===== src/rtl/pipe_pkg.sv =====
// Shared definitions for the pipelined skid register: occupancy states and
// default field widths.
package pipe_pkg;

    localparam int DEF_DATA_W = 32;
    localparam int DEF_CTRL_W = 16;

    // The state encodes how many entries are currently held.
    typedef enum logic [1:0] {
        EMPTY = 2'd0,
        ONE   = 2'd1,
        FULL  = 2'd2
    } state_t;

    // Number of held entries for a given state.
    function automatic logic [1:0] occupancy_of(input state_t s);
        case (s)
            ONE:     occupancy_of = 2'd1;
            FULL:    occupancy_of = 2'd2;
            default: occupancy_of = 2'd0;
        endcase
    endfunction

endpackage


===== src/rtl/pipelined_slot.sv =====
// One storage slot: payload plus control bits, loaded on enable and cleared
// asynchronously by reset.
module pipelined_slot #(
    parameter int DATA_W = 32,
    parameter int CTRL_W = 16
) (
    input  logic              Clk,
    input  logic              R_n,
    input  logic              load,
    input  logic [DATA_W-1:0] d_data,
    input  logic [CTRL_W-1:0] d_ctrl,
    output logic [DATA_W-1:0] q_data,
    output logic [CTRL_W-1:0] q_ctrl
);

    logic [DATA_W-1:0] data_q, data_d;
    logic [CTRL_W-1:0] ctrl_q, ctrl_d;

    // Capture new contents only when enabled; otherwise hold.
    always_comb begin
        data_d = data_q;
        ctrl_d = ctrl_q;
        if (load) begin
            data_d = d_data;
            ctrl_d = d_ctrl;
        end
    end

    // Slot register with asynchronous clear.
    always_ff @(posedge Clk or negedge R_n) begin
        if (!R_n) begin
            data_q <= '0;
            ctrl_q <= '0;
        end else begin
            data_q <= data_d;
            ctrl_q <= ctrl_d;
        end
    end

    assign q_data = data_q;
    assign q_ctrl = ctrl_q;

endmodule


===== src/rtl/pipelined_skid_register.sv =====
// Two-entry pipeline register with a skid slot. The main slot drives the
// outputs; the skid slot absorbs one extra entry so that in_ready can be a
// pure function of registered state, breaking the out_ready -> in_ready path.
module pipelined_skid_register
    import pipe_pkg::*;
#(
    parameter int DATA_W = DEF_DATA_W,
    parameter int CTRL_W = DEF_CTRL_W
) (
    input  logic              Clk,
    input  logic              R_n,
    input  logic              in_valid,
    output logic              in_ready,
    input  logic [DATA_W-1:0] in_data,
    input  logic [CTRL_W-1:0] in_ctrl,
    output logic              out_valid,
    input  logic              out_ready,
    output logic [DATA_W-1:0] out_data,
    output logic [CTRL_W-1:0] out_ctrl,
    input  logic              flush,
    output logic [1:0]        occupancy
);

    state_t state_q, state_d;

    logic              accept;
    logic              pop;
    logic              main_load;
    logic              main_from_skid;
    logic              skid_load;
    logic [DATA_W-1:0] main_d_data, main_q_data, skid_q_data;
    logic [CTRL_W-1:0] main_d_ctrl, main_q_ctrl, skid_q_ctrl;

    // Handshake status depends only on the state register.
    assign in_ready  = (state_q != FULL);
    assign out_valid = (state_q != EMPTY);
    assign occupancy = occupancy_of(state_q);
    assign accept    = in_valid & in_ready;
    assign pop       = out_valid & out_ready;

    // Next-state and slot load control; flush overrides every other event.
    always_comb begin
        state_d        = state_q;
        main_load      = 1'b0;
        main_from_skid = 1'b0;
        skid_load      = 1'b0;
        if (flush) begin
            state_d = EMPTY;
        end else begin
            case (state_q)
                EMPTY: begin
                    if (accept) begin
                        state_d   = ONE;
                        main_load = 1'b1;
                    end
                end
                ONE: begin
                    if (accept && pop) begin
                        main_load = 1'b1;
                    end else if (accept) begin
                        state_d   = FULL;
                        skid_load = 1'b1;
                    end else if (pop) begin
                        state_d = EMPTY;
                    end
                end
                FULL: begin
                    if (pop) begin
                        state_d        = ONE;
                        main_load      = 1'b1;
                        main_from_skid = 1'b1;
                    end
                end
                default: state_d = EMPTY;
            endcase
        end
    end

    // State register.
    always_ff @(posedge Clk or negedge R_n) begin
        if (!R_n) begin
            state_q <= EMPTY;
        end else begin
            state_q <= state_d;
        end
    end

    // Main slot is refilled either from upstream or from the skid slot.
    always_comb begin
        main_d_data = in_data;
        main_d_ctrl = in_ctrl;
        if (main_from_skid) begin
            main_d_data = skid_q_data;
            main_d_ctrl = skid_q_ctrl;
        end
    end

    pipelined_slot #(.DATA_W(DATA_W), .CTRL_W(CTRL_W)) u_main (
        .Clk    (Clk),
        .R_n    (R_n),
        .load   (main_load),
        .d_data (main_d_data),
        .d_ctrl (main_d_ctrl),
        .q_data (main_q_data),
        .q_ctrl (main_q_ctrl)
    );

    pipelined_slot #(.DATA_W(DATA_W), .CTRL_W(CTRL_W)) u_skid (
        .Clk    (Clk),
        .R_n    (R_n),
        .load   (skid_load),
        .d_data (in_data),
        .d_ctrl (in_ctrl),
        .q_data (skid_q_data),
        .q_ctrl (skid_q_ctrl)
    );

    // Data keeps its last value during bubbles; control reads as zero.
    assign out_data = main_q_data;
    assign out_ctrl = out_valid ? main_q_ctrl : '0;

endmodule


===== config.mk =====
export PLATFORM = sky130hd
export DESIGN_NAME = pipelined_skid_register
export DESIGN_NICKNAME = d
export VERILOG_FILES = /design/src/rtl/pipe_pkg.sv /design/src/rtl/pipelined_slot.sv /design/src/rtl/pipelined_skid_register.sv
export SDC_FILE = /design/constraint.sdc
export NUM_CORES = 1
export LEC_CHECK = 0
export CAP_MARGIN = 10
export CORE_ASPECT_RATIO = 1.1
export CORE_MARGIN = 2
export CORE_UTILIZATION = 40
export DETAILED_ROUTE_END_ITERATION = 10
export GPL_TIMING_DRIVEN = 0
export PLACE_DENSITY = 0.65
export SYNTH_ARGS = -nofsm -noshare
export SYNTH_HDL_FRONTEND = slang
export SYNTH_SLANG_ARGS = --single-unit

===== constraint.sdc =====
create_clock -name Clk -period 2.7 [get_ports Clk]
set_clock_uncertainty 0.1 [all_clocks]
set_input_delay 0.54 -clock Clk [delete_from_list [all_inputs] [get_ports Clk]]
set_output_delay 0.54 -clock Clk [all_outputs]
set_load 0.05 [all_outputs]

# Word-level counts from Yosys, hierarchy flattened

Index checks and enable logic that the tools add are counted.
Widths: inputs -> output; s select.

Bits in registers: 98
Input bits: 53
Output and inout port bits: 52
Word-level logic and storage cells: 39

Eq/ne operators: 7
Mux-type cells: 21
Bitwise operators: 2
Reduce and logical (&&, ||, !) cells: 4

Operators with widths:

| operator           | number |
|---|---|
| $mux 16            | 2 |
| $mux 32            | 1 |
| $mux 2             | 6 |
| $mux 1             | 9 |
| $ne 3x3->1 const B | 3 |
| $pmux 2 s3         | 1 |
| $ne 4x4->1 const B | 1 |
| $pmux 2 s2         | 1 |
| $reduce_and 4->1   | 1 |
| $pmux 1 s3         | 1 |
| $and 1x1->1        | 2 |
| $eq 2x1->1 const B | 1 |
| $eq 2x2->1 const B | 1 |
| $logic_not 2->1    | 1 |
| $ne 2x2->1 const B | 1 |
| $reduce_bool 2->1  | 1 |
| $logic_and 1x1->1  | 1 |

# Logic depth before layout (Yosys ltp)

Gate-level depths: netlist (run 1).

Word-level depth: 7
Depth in mapped cells: 6
Depth with buffers taken out: 4

# Hierarchy

Synthesis (run 1) repeated with hierarchy kept, for this count alone.

Cells, all modules: 291
Area, all modules: 4658.2 µm²

Modules (own cells, without submodules):

| module                  | instances | cells each | area each (µm²) | seq. area each (µm²) |
|---|---|---|---|---|
| pipelined_slot          | 2         | 101        | 1860.5          | 1201.2 |
| pipelined_skid_register | 1         | 89         | 937.1           | 50.0 |

# Worst setup path after synthesis (run 1)

No wires, ideal clock.

Path type: register to register
Start: reg state_q[1]
End: reg u_skid.ctrl_q[0], in the netlist u_skid.q_ctrl[0]
Setup time: 0.125 ns
Arrival: 2.049 ns
Data required time: 2.475 ns
Setup slack: 0.426 ns
Cell stages (with the launch flop): 6
Buffers on the path: 2
Period minus slack after synthesis: 2.274 ns
Path through: dfrtp_1 -> nor2_1 -> nand3_1 -> buf_2 -> buf_2 -> mux2_2

Cells in the longest elaborated chain, start to end: 6
Elaborated cells on any way between the ends: 10
Those cells by class: eq/ne (2); mux (4); bitwise (2); reduce/logical (2)

RTL lines:

| element                                                | line                                                         | RTL |
|---|---|---|
| start: declaration                                     | pipelined_skid_register.sv:24                                | `state_t state_q, state_d;` |
| start signal: assignment                               | pipelined_skid_register.sv:84                                | `state_q <= state_d;` |
| $ne 2x2->1 / $reduce_bool 2->1 (equally long branches) | pipelined_skid_register.sv:35, pipelined_skid_register.sv:36 |  |
| $and 1x1->1 (on tied branches)                         | pipelined_skid_register.sv:38, pipelined_skid_register.sv:39 |  |
| $mux 1 / $logic_and 1x1->1 (equally long branches)     | pipelined_skid_register.sv:60, pipelined_skid_register.sv:58 |  |
| $mux 1                                                 | pipelined_skid_register.sv:58                                | `if (accept && pop) begin` |
| $mux 1 (*)                                             | pipelined_skid_register.sv:50                                | `case (state_q)` |
| $mux 1 (*)                                             | pipelined_skid_register.sv:47                                | `if (flush) begin` |
| end signal: assignment                                 | pipelined_slot.sv:36                                         | `ctrl_q <= ctrl_d;` |
| end: declaration                                       | pipelined_slot.sv:17                                         | `logic [CTRL_W-1:0] ctrl_q, ctrl_d;` |

Mark *: on every way between the ends. The rest lies on a longest branch, timed or not.
A chain may end at the register's enable or synchronous reset.

# Worst setup path after layout (run 1)

Start: reg state_q[1]
End: out out_ctrl[0]

Cells in the longest elaborated chain, start to end: 2

RTL lines:

| element           | line                           | RTL |
|---|---|---|
| $reduce_bool 2->1 | pipelined_skid_register.sv:36  | `assign out_valid = (state_q != EMPTY);` |
| $mux 16           | pipelined_skid_register.sv:120 | `assign out_ctrl = out_valid ? main_q_ctrl : '0;` |
| end: declaration  | pipelined_skid_register.sv:19  | `output logic [CTRL_W-1:0] out_ctrl,` |

Every way passes these cells.

==> results of run 1 <==
## synth_stat cells
library cell	count	area (um2)
mux2_2	104	1170
dfrtp_1	98	2450
mux2_1	20	225
mux2_4	20	300
nor2b_1	16	100
buf_2	8	40.0
buf_4	4	30.0
nor2_1	4	15.0
inv_1	3	11.3
a21oi_1	2	10.0
buf_8	2	30.0
nand3_1	2	10.0
a21boi_0	1	7.51
a21oi_2	1	8.76
buf_6	1	11.3
clkbuf_1	1	3.75
nand2_1	1	3.75
nand2b_2	1	8.76
nor2b_2	1	8.76
nor3b_1	1	7.51
nor3b_2	1	12.5
o21ai_0	1	5.00
o22a_1	1	8.76
## final cells by class
type,count,area (um2),area share
Sequential cell,98,2450,0.405
Multi-Input combinational cell,177,1910,0.316
Timing Repair Buffer,105,1050,0.174
Clock buffer,11,243,0.0401
Tap cell,147,184,0.0304
Buffer,16,116,0.0192
Clock inverter,5,77.6,0.0128
Inverter,3,11.3,0.00186
## cell usage in the layout, fill, tap and decap left out
cell	instances
mux2_2	104
dfrtp_1	98
clkdlybuf4s50_1	93
mux2_1	20
mux2_4	20
nor2b_1	16
dlygate4sd2_1	10
clkbuf_16	9
buf_2	8
buf_4	5
inv_1	3
nor2_1	3
nand3_1	2
buf_8	2
a21oi_1	2
clkinv_2	2
bufinv_16	2
nor2_4	1
clkbuf_2	1
nand2b_2	1
nor3b_2	1
buf_6	1
nor2b_2	1
o21ai_0	1
a21oi_2	1
nor3b_1	1
o22a_1	1
nand2_1	1
a21boi_0	1
clkbuf_8	1
clkinvlp_4	1
clkbuf_1	1
buf_16	1
## per-layer routing
metal / wire, um / up-vias
li1: - / 1266
met1: 4210 / 1342
met2: 4120 / 86
met3: 617 / 10
met4: 133 / 0
met5: 0 / -
## worst max-delay path, stage by stage, from the launching register on
cell and delay, ps:
dfrtp_1 510, nor2_4 130, nor2b_1 150, clkdlybuf4s50_1 820
## state kept, by name, summed over array words and instances (netlist names)
| register | count |
|---|---|
| state_q | 2 |
| u_main.q_ctrl | 16 |
| u_main.q_data | 32 |
| u_skid.q_ctrl | 16 |
| u_skid.q_data | 32 |
## per-stage QoR
step,worst slack [ps],std cells,power [mW]
floorplan,426,294,2.89
global placement,-2830,545,3.34
detailed placement,-207,546,3.38
CTS,16.5,562,4.76
global route,30.7,562,4.93
finish,106,562,4.72
## power groups by stage
stage / sequential, mW / clock [mW] / combinational [mW]
6_report: 2.00 / 1.39 / 1.33
5_1_grt: 2.04 / 1.48 / 1.41
4_1_cts: 2.00 / 1.41 / 1.35
3_5_place_dp: 2.02 / 0 / 1.36
3_3_place_gp: 2.00 / 0 / 1.34
2_1_floorplan: 2.32 / 0 / 0.574
## what timing repair did
| action | CTS | global route |
|---|---|---|
| buffers inserted | 0 | 0 |
| endpoints found under the setup margin | 17 | 10 |
| gates cloned | 0 | 0 |
| gates resized for setup | 12 | 2 |
| hold buffers | 0 | 0 |
## logic make-up after synthesis
family | synth area share
compound gates | 0.00893
buf+inv | 0.0282
flops | 0.547
mux | 0.379
simple gates | 0.0371
## path summary, 6_finish.rpt
kind / from / to / slack (ps)
max in group asynchronous: R_n / u_main.q_data[8]$_DFFE_PN0P_ / 1740
max: state_q[1]$_DFFE_PN0P_ / out_ctrl[0] / 110
max reg2reg: state_q[0]$_DFFE_PN0P_ / u_main.q_data[26]$_DFFE_PN0P_ / 520
min reg2reg: u_main.q_ctrl[4]$_DFFE_PN0P_ / u_main.q_ctrl[4]$_DFFE_PN0P_ / 400
min in group Clk: u_main.q_ctrl[4]$_DFFE_PN0P_ / u_main.q_ctrl[4]$_DFFE_PN0P_ / 400
min: R_n / u_skid.q_ctrl[9]$_DFFE_PN0P_ / 80
==> impl_metrics.json, run 1 <==
{
  "outcome": "finished clean",
  "areaGrowthSynthToFinish_pct": 35.0,
  "grt_pass1_vias": 2824,
  "syn_inst": 294,
  "grtUsageTotal": 0.156,
  "grt_overflow": 0,
  "wirelength_um": 9080,
  "ys_seq_elements": 98,
  "post-route-cell-area_mm2": 0.00605,
  "cp.required_ps": 2060,
  "finalMaxSlewViolations": 0,
  "cts_tree": "built",
  "clock-sinks": 98,
  "pwr-share-seq": 0.423,
  "ys_seq_area_frac": 0.547,
  "vias": 2704,
  "fin_util": 0.554,
  "power_density_mw_per_mm2": 780,
  "relSlewSlack": 0.624,
  "cp-start-kind": "flop",
  "ir_worst_vdd_mv": 0.373,
  "arrival_ps": 1950,
  "use_met3": 0.0510,
  "period_share": 0.961,
  "globalRouteMet1Util": 0.206,
  "vias_per_cell": 4.81,
  "switching_share": 0.303,
  "clockRootBuffer": "clkbuf_16",
  "grt_busiest_layer": "met2",
  "path_max_fanout": 8,
  "clockBufferDepth": 2,
  "grt_max_degree": 60,
  "drc": 0,
  "gp_congestion": 0.765,
  "finalSetupTns_ps": 0,
  "synthesis.area_mm2": 0.00448,
  "use_met2": 0.244,
  "numCtsBuffers": 9,
  "nets": 463,
  "clkTransAtPathRegs_ps": 60,
  "cap_violations": 0,
  "hold_ws_ps": 84.6,
  "p_int_mw": 3.29,
  "worst_pin_slew_ps": 565,
  "rsz0062_at_grt": "false",
  "hpwl_um": 6300,
  "coreArea_mm2": 0.0109,
  "drive_gt1_frac": 0.390,
  "dr.pass1.iters": 4,
  "place_area_mm2": 0.00573,
  "p_sw_mw": 1.43,
  "antenna_left": 0,
  "numPortBuffers": 104,
  "synth_nets": 347,
  "endpoint_kind": "primary output",
  "grt_pass1_wl_um": 14700,
  "drt_iter0_drc": 52,
  "synth_cell_type_count": 23,
  "p_leak_nw": 2.60,
  "io_pins": 105,
  "die_h_um": 115,
  "yosysWarnings": 0,
  "post-route-min-period_ps": 2590,
  "hold_violations": 0,
  "fillers": 951,
  "clkLatencyLatePin_ps": 340,
  "routedWlPerCell_um": 16.2,
  "worstSetupPathType": "reg2out",
  "diodes": 0,
  "p_clk_frac": 0.294,
  "cts_max_level": 3,
  "postSynthAreaPerCell_um2": 15.2,
  "fmax_mhz": 385,
  "die-area_mm2": 0.0121,
  "setup_viol": 0,
  "rr_worst_depth": 6,
  "die_w_um": 105,
  "pwr-share-comb": 0.283,
  "antenna_found_initial": 0,
  "initial_core_util": 0.411,
  "hp-class": "in2async",
  "num_rows": 40
}
(Power assumes the default switching activity.)
==> inputs of run 2 (changes only) <==
CORE_UTILIZATION = 50   (was 40)
CTS_CLUSTER_SIZE = 14   (was default)
PLACE_DENSITY = 0.79   (was 0.65)
==> impl_metrics.json, run 2 (synthesis gave the netlist of run 1 again) <==
{
  "finalSetupTns_ps": 0,
  "endpoint_kind": "primary output",
  "period_share": 0.961,
  "fillers": 668,
  "gp_congestion": 0.761,
  "grt_max_degree": 53,
  "wirelength_um": 8580,
  "outcome": "finished clean",
  "initial_core_util": 0.510,
  "crit_buf_inv": 1,
  "hold_buffers": 0,
  "areaGrowthSynthToFinish_pct": 31.9,
  "post-route-cell-area_mm2": 0.00591,
  "die_w_um": 94.3,
  "clock-sinks": 98,
  "dr.pass1.iters": 4,
  "hpwl_um": 6080,
  "path_max_fanout": 8,
  "crit_chain": "nor2_4, nor2b_1, clkdlybuf4s50_1",
  "finalMaxSlewViolations": 0,
  "relSlewSlack": 0.583,
  "worstSetupPathType": "reg2out",
  "clockRootBuffer": "clkbuf_8",
  "critPathMaxStageDelay_ps": 820,
  "antenna_left": 0,
  "nets": 463,
  "grtUsageTotal": 0.185,
  "clkLatencyLatePin_ps": 360,
  "numCtsBuffers": 9,
  "place_area_mm2": 0.00569,
  "setup_viol": 0,
  "arrival_ps": 1960,
  "cts_max_level": 3,
  "placed_cells": 513,
  "cts_tree": "built",
  "grt_pass1_wl_um": 14000,
  "ir_worst_vdd_mv": 0.464,
  "drive_gt1_frac": 0.388,
  "die-area_mm2": 0.00974,
  "hold_violations": 0,
  "io_pins": 105,
  "drc": 0,
  "finalNonFillerCells": 529,
  "vias": 2713,
  "worst_pin_slew_ps": 626,
  "die_h_um": 103,
  "drt_iter0_drc": 58,
  "coreArea_mm2": 0.00878,
  "diodes": 0,
  "routedWlPerCell_um": 16.2,
  "fmax_mhz": 385,
  "clockBufferDepth": 2,
  "num_rows": 36,
  "final_common_cell": "mux2_2",
  "grt_overflow": 0,
  "cp-start-kind": "flop",
  "slowest_stage": "clkdlybuf4s50_1",
  "cap_violations": 0,
  "numPortBuffers": 104,
  "cp.required_ps": 2060,
  "grt_pass1_vias": 2830,
  "power_density_mw_per_mm2": 739,
  "antenna_found_initial": 0,
  "vias_per_cell": 5.13,
  "path_delay_family": "buffers and inverters",
  "post-route-min-period_ps": 2600,
  "final_cell_mix": "104 x mux2_2, 98 x dfrtp_1, 92 x clkdlybuf4s50_1",
  "cts_setup_buffers": 0,
  "hp-class": "in2async",
  "p_leak_nw": 2.56,
  "rsz0062_at_grt": "false",
  "clkTransAtPathRegs_ps": 100
}
-- run 2: cell count changes in the layout (fill, tap and decap cells not counted), sizes merged --
cell	previous run	this run
clkbuf	12	13
clkdlybuf4s50	93	92
clkinv	2	0
clkinvlp	1	2
dlymetal6s2s	0	1
-- run 2: report_power, final --
part / internal [mW] / switching [mW]
Sequential: 1.82 / 0.173
Clock: 0.549 / 0.491
Combinational: 0.629 / 0.707
-- run 2: final cells by class --
class,count,area [um2],area share
Buffer,16,116,0.0197
Clock buffer,12,145,0.0246
Clock inverter,4,75.1,0.0127
Inverter,3,11.3,0.00191
Multi-Input combinational cell,177,1910,0.323
Sequential cell,98,2450,0.415
Tap cell,114,143,0.0241
Timing Repair Buffer,105,1060,0.179
-- run 2: path summary, 6_finish.rpt --
check                                               from                       endpoint  slack, ps  cells after the start
min                                                  R_n   u_skid.q_ctrl[3]$_DFFE_PN0P_         90                      1
max reg2reg                       state_q[0]$_DFFE_PN0P_   u_main.q_ctrl[8]$_DFFE_PN0P_        520                      6
max                               state_q[1]$_DFFE_PN0P_                   out_ctrl[15]        100                      3
min reg2reg                u_skid.q_data[14]$_DFFE_PN0P_  u_skid.q_data[14]$_DFFE_PN0P_        410                      1
min in group Clk           u_skid.q_data[14]$_DFFE_PN0P_  u_skid.q_data[14]$_DFFE_PN0P_        410                      1
max in group asynchronous                            R_n  u_skid.q_data[22]$_DFFE_PN0P_       1730                      2
-- run 2: per-stage QoR --
| stage | power, mW | setup WS, ps | hold slack [ps] | utilization |
|---|---|---|---|---|
| after floorplan | 2.89 | 426 | 144 | - |
| after global placement | 3.33 | -2680 | 381 | 0.645 |
| after detailed placement | 3.38 | -179 | 384 | 0.648 |
| after CTS | 4.42 | 11.4 | 105 | 0.672 |
| after global routing | 4.58 | 19.0 | 121 | 0.673 |
| final | 4.37 | 105 | 89.5 | 0.673 |
-- run 2: timing repair --
action                     CTS  global route
pin swaps                    0             0
gates resized for setup     12             3
setup endpoints to repair   17            11
-- run 2: worst reg2reg max path, stage by stage, from the launching register on --
cell      delay (ps)
dfrtp_1          440
nand2b_2         260
nor3b_2          300
buf_6            210
buf_8            160
mux2_1           330
mux2_4           260
-- run 2: routing by layer --
| layer | share of wire | vias up | global-route usage |
|---|---|---|---|
| met1 | 0.45 | 1361 | 0.256 |
| met5 | 0 | - | 0 |
| met4 | 0.0071 | 0 | 0.0468 |
| met2 | 0.47 | 78 | 0.285 |
| met3 | 0.068 | 6 | 0.0609 |
| li1 | - | 1268 | - |
==> inputs of run 3 (changes only) <==
REMOVE_ABC_BUFFERS = 1   (was default)
==> impl_metrics.json, run 3 (synthesis gave the netlist of run 1 again) <==
{
  "outcome": "finished clean",
  "die_h_um": 103,
  "cpMostUsedCell": "mux2_2",
  "fin_util": 0.681,
  "use_met3": 0.0565,
  "clkLatencyLatePin_ps": 370,
  "r2r-start": "state_q[0]$_DFFE_PN0P_",
  "clkTransAtPathRegs_ps": 90,
  "reg2reg_slack_ps": 170,
  "use_met2": 0.315,
  "die_w_um": 94.3,
  "drive_gt1_frac": 0.381,
  "num_rows": 36,
  "critPathMaxStageDelay_ps": 750,
  "worst_pin_slew_ps": 834,
  "fillers": 642,
  "p_leak_nw": 2.75,
  "clockBufferDepth": 2,
  "setup_viol": 0,
  "clock-sinks": 98,
  "dr.pass1.iters": 4,
  "arrival_ps": 2760,
  "initial_core_util": 0.510,
  "cp-start-kind": "input pin",
  "ir_worst_vdd_mv": 0.503,
  "hpwl_um": 5980,
  "antenna_left": 0,
  "hold_ws_ps": 84.8,
  "final_common_cell": "mux2_2",
  "drc": 0,
  "dp_slack_ps": -279,
  "rr_worst_depth": 5,
  "endpoint_kind": "flop",
  "final_cell_mix": "104 x mux2_2, 98 x dfrtp_1, 86 x clkdlybuf4s50_1",
  "crit_chain": "clkdlybuf4s50_1, nor3b_4, buf_8, mux2_2, mux2_2",
  "cts_tree": "built",
  "vias_per_cell": 5.20,
  "post-route-min-period_ps": 2610,
  "grt_overflow": 0,
  "numCtsBuffers": 9,
  "cap_violations": 0,
  "path_max_fanout": 13,
  "cts_max_level": 3,
  "fmax_mhz": 383,
  "rsz0062_at_grt": "false",
  "grt_pass1_wl_um": 14000,
  "nets": 456,
  "drt_iter0_drc": 49,
  "finalSetupTns_ps": 0,
  "coreArea_mm2": 0.00878,
  "grt_max_degree": 52,
  "power_density_mw_per_mm2": 732,
  "fin_ws_ps": 90.4,
  "hold_violations": 0,
  "vias": 2708,
  "wirelength_um": 8740,
  "hp-class": "in2async",
  "grt_pass1_vias": 2791,
  "cp.required_ps": 2850,
  "clockRootBuffer": "clkbuf_8",
  "io_pins": 105,
  "grt_busiest_layer": "met2",
  "hold_buffers": 0,
  "die-area_mm2": 0.00974,
  "worstSetupPathType": "in2reg",
  "worstReg2RegEnd": "u_main.q_data[18]$_DFFE_PN0P_",
  "areaGrowthSynthToFinish_pct": 33.5,
  "numPortBuffers": 104,
  "slowest_stage": "nor3b_4",
  "routedWlPerCell_um": 16.8,
  "relSlewSlack": 0.443,
  "diodes": 0,
  "gp_congestion": 0.668,
  "grtUsageTotal": 0.189,
  "antenna_found_initial": 0,
  "period_share": 0.967,
  "finalMaxSlewViolations": 0,
  "globalRouteMet1Util": 0.236
}
run 3: cell types whose count changed in the layout (fill, tap and decap cells not counted), moves of 3 or more:
cell	change
dlygate4sd2_1	-8
dlymetal6s2s_1	+14
buf_2	-8
buf_12	+3
clkdlybuf4s50_1	-6
run 3: worst max path at each step:
stage	startpoint	to	slack (ps)
final	out_ready	u_main.q_data[18]$_DFFE_PN0P_	90
after global routing	state_q[1]$_DFFE_PN0P_	out_ctrl[12]	9
after detailed placement	out_ready	u_main.q_data[18]$_DFFE_PN0P_	-280
after floorplan	state_q[0]$_DFFE_PN0P_	u_main.q_ctrl[15]$_DFFE_PN0P_	-980
after CTS	state_q[1]$_DFFE_PN0P_	out_ctrl[8]	5
after global placement	R_n	u_main.q_data[3]$_DFFE_PN0P_	-2650
run 3: layout make-up:
cell class	count	area (um2)	area share
flip-flops and latches	98	2450	0.410
clock inverters	4	76.3	0.0128
well taps	114	143	0.0238
multi-input cells	177	1930	0.323
repair buffers	114	1230	0.205
inverters	3	11.3	0.00188
clock buffers	11	141	0.0236
run 3: metrics by stage:
| step | area (um2) | std cells | total power [mW] |
|---|---|---|---|
| 2_1_floorplan | 4370 | 278 | 2.89 |
| 3_3_place_gp | 5550 | 496 | 3.33 |
| 3_5_place_dp | 5700 | 503 | 3.39 |
| 4_1_cts | 5940 | 521 | 4.43 |
| 5_1_grt | 5980 | 521 | 4.59 |
| 6_report | 5980 | 521 | 4.38 |
run 3: layer usage:
metal | part of all wire | up-vias | wire (um)
met1 | 0.43 | 1372 | 3770
met2 | 0.49 | 67 | 4300
met3 | 0.061 | 10 | 537
met5 | 0 | - | 0
met4 | 0.015 | 0 | 129
li1 | - | 1259 | -
run 3: worst max-delay path: cells and delay by family:
family                 cells  cell delay [ps]
and+or+nand+nor            1              750
muxes                      2              610
buffers and inverters      2              840
run 3: what timing repair did:
item / in CTS / in global routing
resized for setup: 4 / 15
setup endpoints to repair: 17 / 15
setup buffers: 3 / 0
pin swaps: 1 / 0
cloned: 0 / 0
run 3: report_power, final:
| group | switching [mW] | leakage [nW] | internal (mW) |
|---|---|---|---|
| clock network | 0.487 | 0.106 | 0.544 |
| registers | 0.171 | 1.18 | 1.82 |
| logic | 0.712 | 1.47 | 0.645 |
